$ cat config.mk
export PLATFORM = sky130hd
export DESIGN_NAME = mem_arbiter_flat
export DESIGN_NICKNAME = d
export VERILOG_FILES = /design/src/rtl/mem_arbiter_if.sv /design/src/rtl/mem_arbiter.sv /design/src/flat_wrapper.sv
export SDC_FILE = /design/constraint.sdc
export NUM_CORES = 1
export LEC_CHECK = 0
export ABC_CLOCK_PERIOD_IN_PS = 2100
export CAP_MARGIN = 5
export CORE_UTILIZATION = 30
export CTS_CLUSTER_SIZE = 10
export DETAILED_ROUTE_END_ITERATION = 6
export GPL_TIMING_DRIVEN = 0
export PLACE_DENSITY = 0.8
export SKIP_LAST_GASP = 1
export SLEW_MARGIN = 10
export SYNTH_ARGS = -nofsm -noshare
export SYNTH_HDL_FRONTEND = slang
export SYNTH_SLANG_ARGS = --single-unit
$ cat constraint.sdc
create_clock -name clk -period 2.1 [get_ports clk]
set_clock_uncertainty 0.2 [all_clocks]
set_input_delay 0.525 -clock clk [delete_from_list [all_inputs] [get_ports clk]]
set_output_delay 0.525 -clock clk [all_outputs]
set_load 0.02 [all_outputs]
$ cat src/rtl/mem_arbiter_if.sv
// ============================================================================
// Module      : mem_arbiter_if
// Description : Bundles the two requester ports (A: instruction fetch,
//               B: data) and the single physical memory port seen by
//               mem_arbiter.
//               slave  = the arbiter's view
//               master = the surrounding environment's view
// Revision    : 1.0 - initial release
// ============================================================================
`default_nettype none

interface mem_arbiter_if;

  // Port A: read-only instruction fetch
  logic        read_a;
  logic [15:0] address_a;
  logic        resp_a;
  logic [15:0] rdata_a;

  // Port B: read/write data port
  logic        read_b;
  logic        write_b;
  logic [1:0]  wmask_b;
  logic [15:0] address_b;
  logic [15:0] wdata_b;
  logic        resp_b;
  logic [15:0] rdata_b;

  // Physical memory port
  logic        pmem_read;
  logic        pmem_write;
  logic [1:0]  pmem_wmask;
  logic [15:0] pmem_address;
  logic [15:0] pmem_wdata;
  logic        pmem_resp;
  logic [15:0] pmem_rdata;

  modport slave (
    input  read_a, address_a,
    input  read_b, write_b, wmask_b, address_b, wdata_b,
    input  pmem_resp, pmem_rdata,
    output resp_a, rdata_a,
    output resp_b, rdata_b,
    output pmem_read, pmem_write, pmem_wmask, pmem_address, pmem_wdata
  );

  modport master (
    output read_a, address_a,
    output read_b, write_b, wmask_b, address_b, wdata_b,
    output pmem_resp, pmem_rdata,
    input  resp_a, rdata_a,
    input  resp_b, rdata_b,
    input  pmem_read, pmem_write, pmem_wmask, pmem_address, pmem_wdata
  );

endinterface

`default_nettype wire

$ cat src/rtl/mem_arbiter.sv
// ============================================================================
// Module      : mem_arbiter
// Description : Serialises the LC-3b pipeline's fetch port (A) and data
//               port (B) onto one physical memory port. One transaction is
//               outstanding at a time; every transaction is followed by a
//               single IDLE arbitration cycle.
// Config      : MEM_ARB_ROUND_ROBIN_EN - when defined, simultaneous
//               requests alternate between ports; otherwise port B always
//               wins a tie.
// Revision    : 1.0 - initial release
// ============================================================================
`default_nettype none

module mem_arbiter (
  input  wire            clk,
  input  wire            reset,
  mem_arbiter_if.slave   bus
);

  typedef enum logic [1:0] {
    ST_IDLE    = 2'd0,
    ST_SERVE_A = 2'd1,
    ST_SERVE_B = 2'd2
  } state_t;

  state_t      state_q,      state_d;
  logic        pmem_read_q,  pmem_read_d;
  logic        pmem_write_q, pmem_write_d;
  logic [1:0]  wmask_q,      wmask_d;
  logic [15:0] address_q,    address_d;
  logic [15:0] wdata_q,      wdata_d;

  logic        req_a;
  logic        req_b;
  logic        grant_a;
  logic        grant_b;

`ifdef MEM_ARB_ROUND_ROBIN_EN
  // 0 = port A was granted last, 1 = port B was granted last
  logic        last_grant_q, last_grant_d;
`endif

  assign req_a = bus.read_a;
  assign req_b = bus.read_b | bus.write_b;

  // Tie-break between the two ports; only meaningful while in IDLE
  always_comb begin
`ifdef MEM_ARB_ROUND_ROBIN_EN
    // On a tie the port that was not granted last wins
    grant_b = req_b & (~req_a | ~last_grant_q);
`else
    // The data stage stalls the whole pipeline, so it always goes first
    grant_b = req_b;
`endif
    grant_a = req_a & ~grant_b;
  end

  // Next-state and captured-transaction logic
  always_comb begin
    state_d      = state_q;
    pmem_read_d  = pmem_read_q;
    pmem_write_d = pmem_write_q;
    wmask_d      = wmask_q;
    address_d    = address_q;
    wdata_d      = wdata_q;
`ifdef MEM_ARB_ROUND_ROBIN_EN
    last_grant_d = last_grant_q;
`endif

    unique case (state_q)
      ST_IDLE: begin
        // pmem_resp here belongs to nobody and is ignored
        if (grant_b) begin
          state_d      = ST_SERVE_B;
          // read_b together with write_b is illegal; treat it as a write
          pmem_write_d = bus.write_b;
          pmem_read_d  = ~bus.write_b;
          wmask_d      = bus.wmask_b;
          address_d    = bus.address_b;
          wdata_d      = bus.wdata_b;
`ifdef MEM_ARB_ROUND_ROBIN_EN
          last_grant_d = 1'b1;
`endif
        end else if (grant_a) begin
          state_d      = ST_SERVE_A;
          pmem_write_d = 1'b0;
          pmem_read_d  = 1'b1;
          wmask_d      = 2'b11;
          address_d    = bus.address_a;
          wdata_d      = 16'h0000;
`ifdef MEM_ARB_ROUND_ROBIN_EN
          last_grant_d = 1'b0;
`endif
        end
      end

      ST_SERVE_A, ST_SERVE_B: begin
        // Requests are not re-examined here: a dropped request still
        // completes. Address/data/mask are left as captured.
        if (bus.pmem_resp) begin
          state_d      = ST_IDLE;
          pmem_read_d  = 1'b0;
          pmem_write_d = 1'b0;
        end
      end

      default: begin
        state_d      = ST_IDLE;
        pmem_read_d  = 1'b0;
        pmem_write_d = 1'b0;
      end
    endcase
  end

  // State and registered physical-port outputs
  always_ff @(posedge clk or posedge reset) begin
    if (reset) begin
      state_q      <= ST_IDLE;
      pmem_read_q  <= 1'b0;
      pmem_write_q <= 1'b0;
      wmask_q      <= 2'b00;
      address_q    <= 16'h0000;
      wdata_q      <= 16'h0000;
    end else begin
      state_q      <= state_d;
      pmem_read_q  <= pmem_read_d;
      pmem_write_q <= pmem_write_d;
      wmask_q      <= wmask_d;
      address_q    <= address_d;
      wdata_q      <= wdata_d;
    end
  end

`ifdef MEM_ARB_ROUND_ROBIN_EN
  // Grant history for the round-robin tie-break; resets to "A last"
  always_ff @(posedge clk or posedge reset) begin
    if (reset) begin
      last_grant_q <= 1'b0;
    end else begin
      last_grant_q <= last_grant_d;
    end
  end
`endif

  // Physical port driven straight from registers so it is glitch-free
  assign bus.pmem_read    = pmem_read_q;
  assign bus.pmem_write   = pmem_write_q;
  assign bus.pmem_wmask   = wmask_q;
  assign bus.pmem_address = address_q;
  assign bus.pmem_wdata   = wdata_q;

  // Completion pulses are combinational so resp lands in the pmem_resp cycle
  assign bus.resp_a  = (state_q == ST_SERVE_A) & bus.pmem_resp;
  assign bus.resp_b  = (state_q == ST_SERVE_B) & bus.pmem_resp;

  // Read data is shared; only the resp pulse qualifies it
  assign bus.rdata_a = bus.pmem_rdata;
  assign bus.rdata_b = bus.pmem_rdata;

endmodule

`default_nettype wire

$ cat src/flat_wrapper.sv
// flat-port wrapper written by rule: the top's interface ports become plain ports
module mem_arbiter_flat 
  (clk, reset, bus_read_a, bus_address_a, bus_read_b, bus_write_b, bus_wmask_b, bus_address_b, bus_wdata_b, bus_pmem_resp, bus_pmem_rdata, bus_resp_a, bus_rdata_a, bus_resp_b, bus_rdata_b, bus_pmem_read, bus_pmem_write, bus_pmem_wmask, bus_pmem_address, bus_pmem_wdata);
  mem_arbiter_if bus_i ();
  input  wire clk;
  input  wire reset;
  input wire logic [$bits(bus_i.read_a)-1:0] bus_read_a;
  input wire logic [$bits(bus_i.address_a)-1:0] bus_address_a;
  input wire logic [$bits(bus_i.read_b)-1:0] bus_read_b;
  input wire logic [$bits(bus_i.write_b)-1:0] bus_write_b;
  input wire logic [$bits(bus_i.wmask_b)-1:0] bus_wmask_b;
  input wire logic [$bits(bus_i.address_b)-1:0] bus_address_b;
  input wire logic [$bits(bus_i.wdata_b)-1:0] bus_wdata_b;
  input wire logic [$bits(bus_i.pmem_resp)-1:0] bus_pmem_resp;
  input wire logic [$bits(bus_i.pmem_rdata)-1:0] bus_pmem_rdata;
  output wire logic [$bits(bus_i.resp_a)-1:0] bus_resp_a;
  output wire logic [$bits(bus_i.rdata_a)-1:0] bus_rdata_a;
  output wire logic [$bits(bus_i.resp_b)-1:0] bus_resp_b;
  output wire logic [$bits(bus_i.rdata_b)-1:0] bus_rdata_b;
  output wire logic [$bits(bus_i.pmem_read)-1:0] bus_pmem_read;
  output wire logic [$bits(bus_i.pmem_write)-1:0] bus_pmem_write;
  output wire logic [$bits(bus_i.pmem_wmask)-1:0] bus_pmem_wmask;
  output wire logic [$bits(bus_i.pmem_address)-1:0] bus_pmem_address;
  output wire logic [$bits(bus_i.pmem_wdata)-1:0] bus_pmem_wdata;
  assign bus_i.read_a = bus_read_a;
  assign bus_i.address_a = bus_address_a;
  assign bus_i.read_b = bus_read_b;
  assign bus_i.write_b = bus_write_b;
  assign bus_i.wmask_b = bus_wmask_b;
  assign bus_i.address_b = bus_address_b;
  assign bus_i.wdata_b = bus_wdata_b;
  assign bus_i.pmem_resp = bus_pmem_resp;
  assign bus_i.pmem_rdata = bus_pmem_rdata;
  assign bus_resp_a = bus_i.resp_a;
  assign bus_rdata_a = bus_i.rdata_a;
  assign bus_resp_b = bus_i.resp_b;
  assign bus_rdata_b = bus_i.rdata_b;
  assign bus_pmem_read = bus_i.pmem_read;
  assign bus_pmem_write = bus_i.pmem_write;
  assign bus_pmem_wmask = bus_i.pmem_wmask;
  assign bus_pmem_address = bus_i.pmem_address;
  assign bus_pmem_wdata = bus_i.pmem_wdata;
  mem_arbiter u_core (.clk(clk), .reset(reset), .bus(bus_i));
endmodule
### Word level (Yosys, flattened, before mapping)

Cells that the tools add are included.

| storage, ports and cells | value |
|---|---|
| bits in registers | 38 |
| input bits | 72 |
| output and inout port bits | 70 |

| cells by class | value |
|---|---|
| equal/unequal tests | 4 |
| mux-type cells | 17 |
| bitwise gates (word level) | 6 |
| reduce and logical (&&, ||, !) cells | 5 |

Operator list:

| operator | number |
|---|---|
| $mux W16 | 4 |
| $mux W2 | 5 |
| $mux W1 | 5 |
| $pmux W1 S2 | 2 |
| $pmux W2 S2 | 1 |
| $reduce_and A2 Y1 | 2 |
| $and A1 B1 Y1 | 3 |
| $ne A3 B1 Y1 const B | 1 |
| $eq A2 B1 Y1 const B | 1 |
| $eq A2 B2 Y1 const B | 1 |
| $logic_not A2 Y1 | 1 |
| $ne A2 B2 Y1 const B | 1 |
| $not A1 Y1 | 2 |
| $reduce_bool A2 Y1 | 1 |
| $reduce_or A2 Y1 | 1 |
| $or A1 B1 Y1 | 1 |

### Depth between registers and ports, before layout

| depth | value |
|---|---|
| word-level depth | 6 |
| gate-level depth with buffers | 7 |
| gate-level depth less buffers | 5 |

### Worst setup path before layout

Ideal clock, no wire load.

| timing | value |
|---|---|
| path type | in2reg |
| start | input port bus_write_b |
| end | register u_core.pmem_read_q, in the netlist u_core.bus.pmem_read |
| library setup time | 0.125 ns |
| arrival | 1.318 ns |
| data required time | 1.775 ns |
| path slack | 0.457 ns |
| cell stages on the path | 4 |
| buffers on the path | 1 |
| cell sequence | buf_6 > nor3_1 > a21boi_2 > mux2_4 |

| on the way | value |
|---|---|
| longest elaborated chain between the ends | 5 |

Ends and longest elaborated chain:

| element | RTL line | RTL |
|---|---|---|
| start: declaration | flat_wrapper.sv:10 | `input wire logic [$bits(bus_i.write_b)-1:0] bus_write_b;` |
| $or A1 B1 Y1 | mem_arbiter.sv:44 | `assign req_b = bus.read_b \| bus.write_b;` |
| $not A1 Y1 | mem_arbiter.sv:55 | `grant_a = req_a & ~grant_b;` |
| $and A1 B1 Y1 | mem_arbiter.sv:55 |  |
| $ne A3 B1 Y1 (no line) | n/a |  |
| $reduce_and A2 Y1 (no line) | n/a |  |
| end signal: assignment | mem_arbiter.sv:126 | `pmem_read_q <= pmem_read_d;` |
| end: declaration | mem_arbiter.sv:27 | `logic pmem_read_q, pmem_read_d;` |

Several ways; a longest one is shown, not always the timed one.
A chain may end at the register's enable or synchronous reset.

### Worst setup path in the final report

| timing | value |
|---|---|
| start | input port bus_pmem_resp |
| end | output port bus_resp_b |

| on the way | value |
|---|---|
| longest elaborated chain between the ends | 1 |

Ends and longest elaborated chain:

| element | RTL line | RTL |
|---|---|---|
| start: declaration | flat_wrapper.sv:14 | `input wire logic [$bits(bus_i.pmem_resp)-1:0] bus_pmem_resp;` |
| $and A1 B1 Y1 | mem_arbiter.sv:154 | `assign bus.resp_b = (state_q == ST_SERVE_B) & bus.pmem_resp;` |
| end: declaration | flat_wrapper.sv:18 | `output wire logic [$bits(bus_i.resp_b)-1:0] bus_resp_b;` |

No other way between the ends.

==> flow_summary.ini <==
[detailed_routing]
vias = 1658
avgRoutedWirePerCell_um = 13.1
antenna_left = 0
totalWireLength_um = 4940
drtIter0Drc = 38
drcViolationCount = 0
vias_per_cell = 4.40
dr.pass1.iters = 4

[pwr]
max-vdd-ir-drop_uv = 757
total_power_mw = 4.28
switching_share_pct = 37.9
p_sw_mw = 1.62
power_frac_clock_pct = 14.2
seq_power_share_pct = 30.0
power_density_nw_per_um2 = 1270
p_int_mw = 2.66
total_leakage_power_nw = 1.49
p_comb_share_pct = 55.8

[synthesis]
synth_area_leaders = dfrtp_1 49%, buf_4 12%, mux2i_1 8.7%
synth_commonest_cells = 38 x dfrtp_1, 32 x buf_4, 17 x mux2i_1, 17 x nand2_1, 16 x a22o_1
yosysWarnings = 0
avgSynthCellArea_sq_um = 11.5
ys_types = 26
synth-seq-cells = 38
synthesis.area_sq_um = 1950
ys_seq_area_share_pct = 48.8
synth_ff_type = dfrtp_1
syn_inst = 170
synth_nets = 245
synth_most_common_cell = dfrtp_1
synth_top_area_cell = dfrtp_1
ys_async_sr_fraction_pct = 100
synth_edf_count = 0
yosys.area.top_type_share_pct = 48.8

[worst_setup_path]
crit_fanout = 3
cp.required_ns = 1.37
path_cells = clkdlybuf4s50_1 -> and2_1 -> buf_2
end_kind = output pin
crit_arrival_ns = 1.30
critical_path_class = in2out
critPathMaxStageDelay_ns = 0.49
start_kind = input pin
slowest_stage = clkdlybuf4s50_1

[sta]
relSlewSlack_pct = 47.9
timing.setup.tns_ns = 0
timing.final.crit_share_pct = 96.2
worst_pin_slew_ns = 0.781
finalHoldViolations = 0
finalMaxSlewViolations = 0
fmax_ghz = 0.495
rsz0062_at_grt = false
timing.final.crit_period_ns = 2.02
setup_viol = 0

[hold_path]
hold_path.class = reg2reg

[global_routing]
grt_usage_pct = 14.2
grt_pass1_wl_um = 7110
antenna_found_initial = 0
grt_pass1_vias = 1580
grt_max_degree = 39
grt-ovfl-total = 0

[clocking]
post_cts_buffers = 0
clk_latency_ns = 0.29
cts_sinks = 38
root_buffer = clkbuf_8
clockBufferDepth = 2
cts_made_buffers = 5
cts_tree = done
h-tree-depth = 2
cts.clk_slew.worst_paths_ns = 0.07

[die]
die_h_um = 82.6
top_level_ports = 142
die_area_sq_um = 6820
rows = 28
start_util_pct = 31.9
fp.dieW_um = 82.6
core_sq_um = 6100

[place]
placed_cell_area_sq_um = 3280
gp_congestion = 0.766
dp.cells = 369
dpl.hpwl_um = 3880
io_buffers = 124

[layout]
nNetsFinal = 376
design_area_sq_um = 3380
instances_no_fill = 377
n_antenna_cell = 0
n_fill_cell = 563
syn_to_final_growth_pct = 73.7
drive_above_1_share_pct = 18.5

[run]
maxCapViolations = 0

[status]
status = finished clean
[state kept, by name (all words and copies together), names as in the netlist]
| name | cells |
|---|---|
| u_core.state_q | 2 |
| u_core.bus.pmem_wmask | 2 |
| u_core.bus.pmem_write | 1 |
| u_core.bus.pmem_read | 1 |
| u_core.bus.pmem_address | 16 |
| u_core.bus.pmem_wdata | 16 |
[cell families (layout without fill, tap and decap cells)]
logic type | after synthesis | count (layout) | synth area share [%]
buffers and inverters | 45 | 177 | 17.9
AO/OA/AOI/OAI | 40 | 40 | 14.9
flip-flops | 38 | 38 | 48.8
AND/OR/NAND/NOR | 26 | 26 | 6.94
multiplexers | 18 | 18 | 9.51
adder cells (fa/ha/maj) | 3 | 3 | 1.93
[metal layers]
metal	global-route usage (%)	routed length, um	up-vias
met5	0	0	-
met2	25.8	2500	85
met1	15.0	1860	753
met4	5.17	65	0
li1	-	-	813
met3	4.84	518	7
[power groups by stage]
stage	Combinational, mW	Sequential, mW	Clock [mW]
finish	2.39	1.28	0.609
global route	2.57	1.33	0.657
CTS	2.43	1.29	0.632
floorplan	0.954	1.68	0
global placement	2.39	1.28	0
detailed placement	2.45	1.28	0
[layout by cell type (no fill, tap or decap)]
cell,count
clkbuf_2,1
nand3_1,1
ha_1,3
clkbuf_8,5
a21boi_2,1
buf_4,32
bufinv_16,1
inv_2,1
nor3_1,1
clkbuf_1,1
o31ai_4,1
buf_6,6
mux2i_1,17
nand2b_1,1
a21oi_1,2
nor2b_2,1
o22a_1,2
nand2_1,17
dfrtp_1,38
and2_1,2
a22o_1,16
nor2b_1,1
mux2_4,1
buf_2,3
clkdlybuf4s50_1,122
o21ai_0,3
and2b_1,1
inv_1,3
o21ai_1,15
buf_8,1
nor2_8,1
clkinvlp_4,1
[metrics by stage]
| stage | worst slack (ns) | hold WS, ns | util, % |
|---|---|---|---|
| after CTS | 0.0760 | 0.289 | 55.5 |
| after global placement | -0.351 | 0.268 | 53.8 |
| after floorplan | 0.457 | 0.319 | - |
| final | 0.0793 | 0.283 | 55.5 |
| after global routing | 0.0502 | 0.299 | 55.5 |
| after detailed placement | -0.362 | 0.272 | 53.8 |
[path summary, 6_finish.rpt]
path / startpoint / to / slack [ns] / cells after the start
worst max-delay path: bus_pmem_resp / bus_resp_b / 0.08 / 3
worst min-delay path: u_core.bus.pmem_address[11] / u_core.bus.pmem_address[11] / 0.28 / 2
worst max register to register: u_core.state_q[0] / u_core.bus.pmem_read / 0.31 / 5
worst min register to register: u_core.bus.pmem_address[11] / u_core.bus.pmem_address[11] / 0.28 / 2
max in group asynchronous: reset / u_core.bus.pmem_address[0] / 0.69 / 2
min in group asynchronous: reset / u_core.bus.pmem_wdata[9] / 0.50 / 2
[area by class of cell]
type / count / area, sq um / share of cell area (%)
clock buffer: 6 / 72.6 / 2.15
inverter: 4 / 15.0 / 0.444
tap: 75 / 93.8 / 2.77
timing repair buffer: 124 / 1230 / 36.4
clock inverter: 2 / 37.5 / 1.11
sequential: 38 / 951 / 28.1
buffer: 41 / 333 / 9.84
multi-input combinational: 87 / 648 / 19.2
[worst max-delay path: cells and delay by family]
kind	cells	cell delay (ns)
buffers and inverters	2	0.64
and+or+nand+nor	1	0.13
[what timing repair did]
action | 4_1_cts | 5_1_grt
gates resized for setup | 8 | 0
setup endpoints to repair | 2 | 0
hold buffers | 0 | 0
Note: power is estimated with default switching activity, not from simulation.
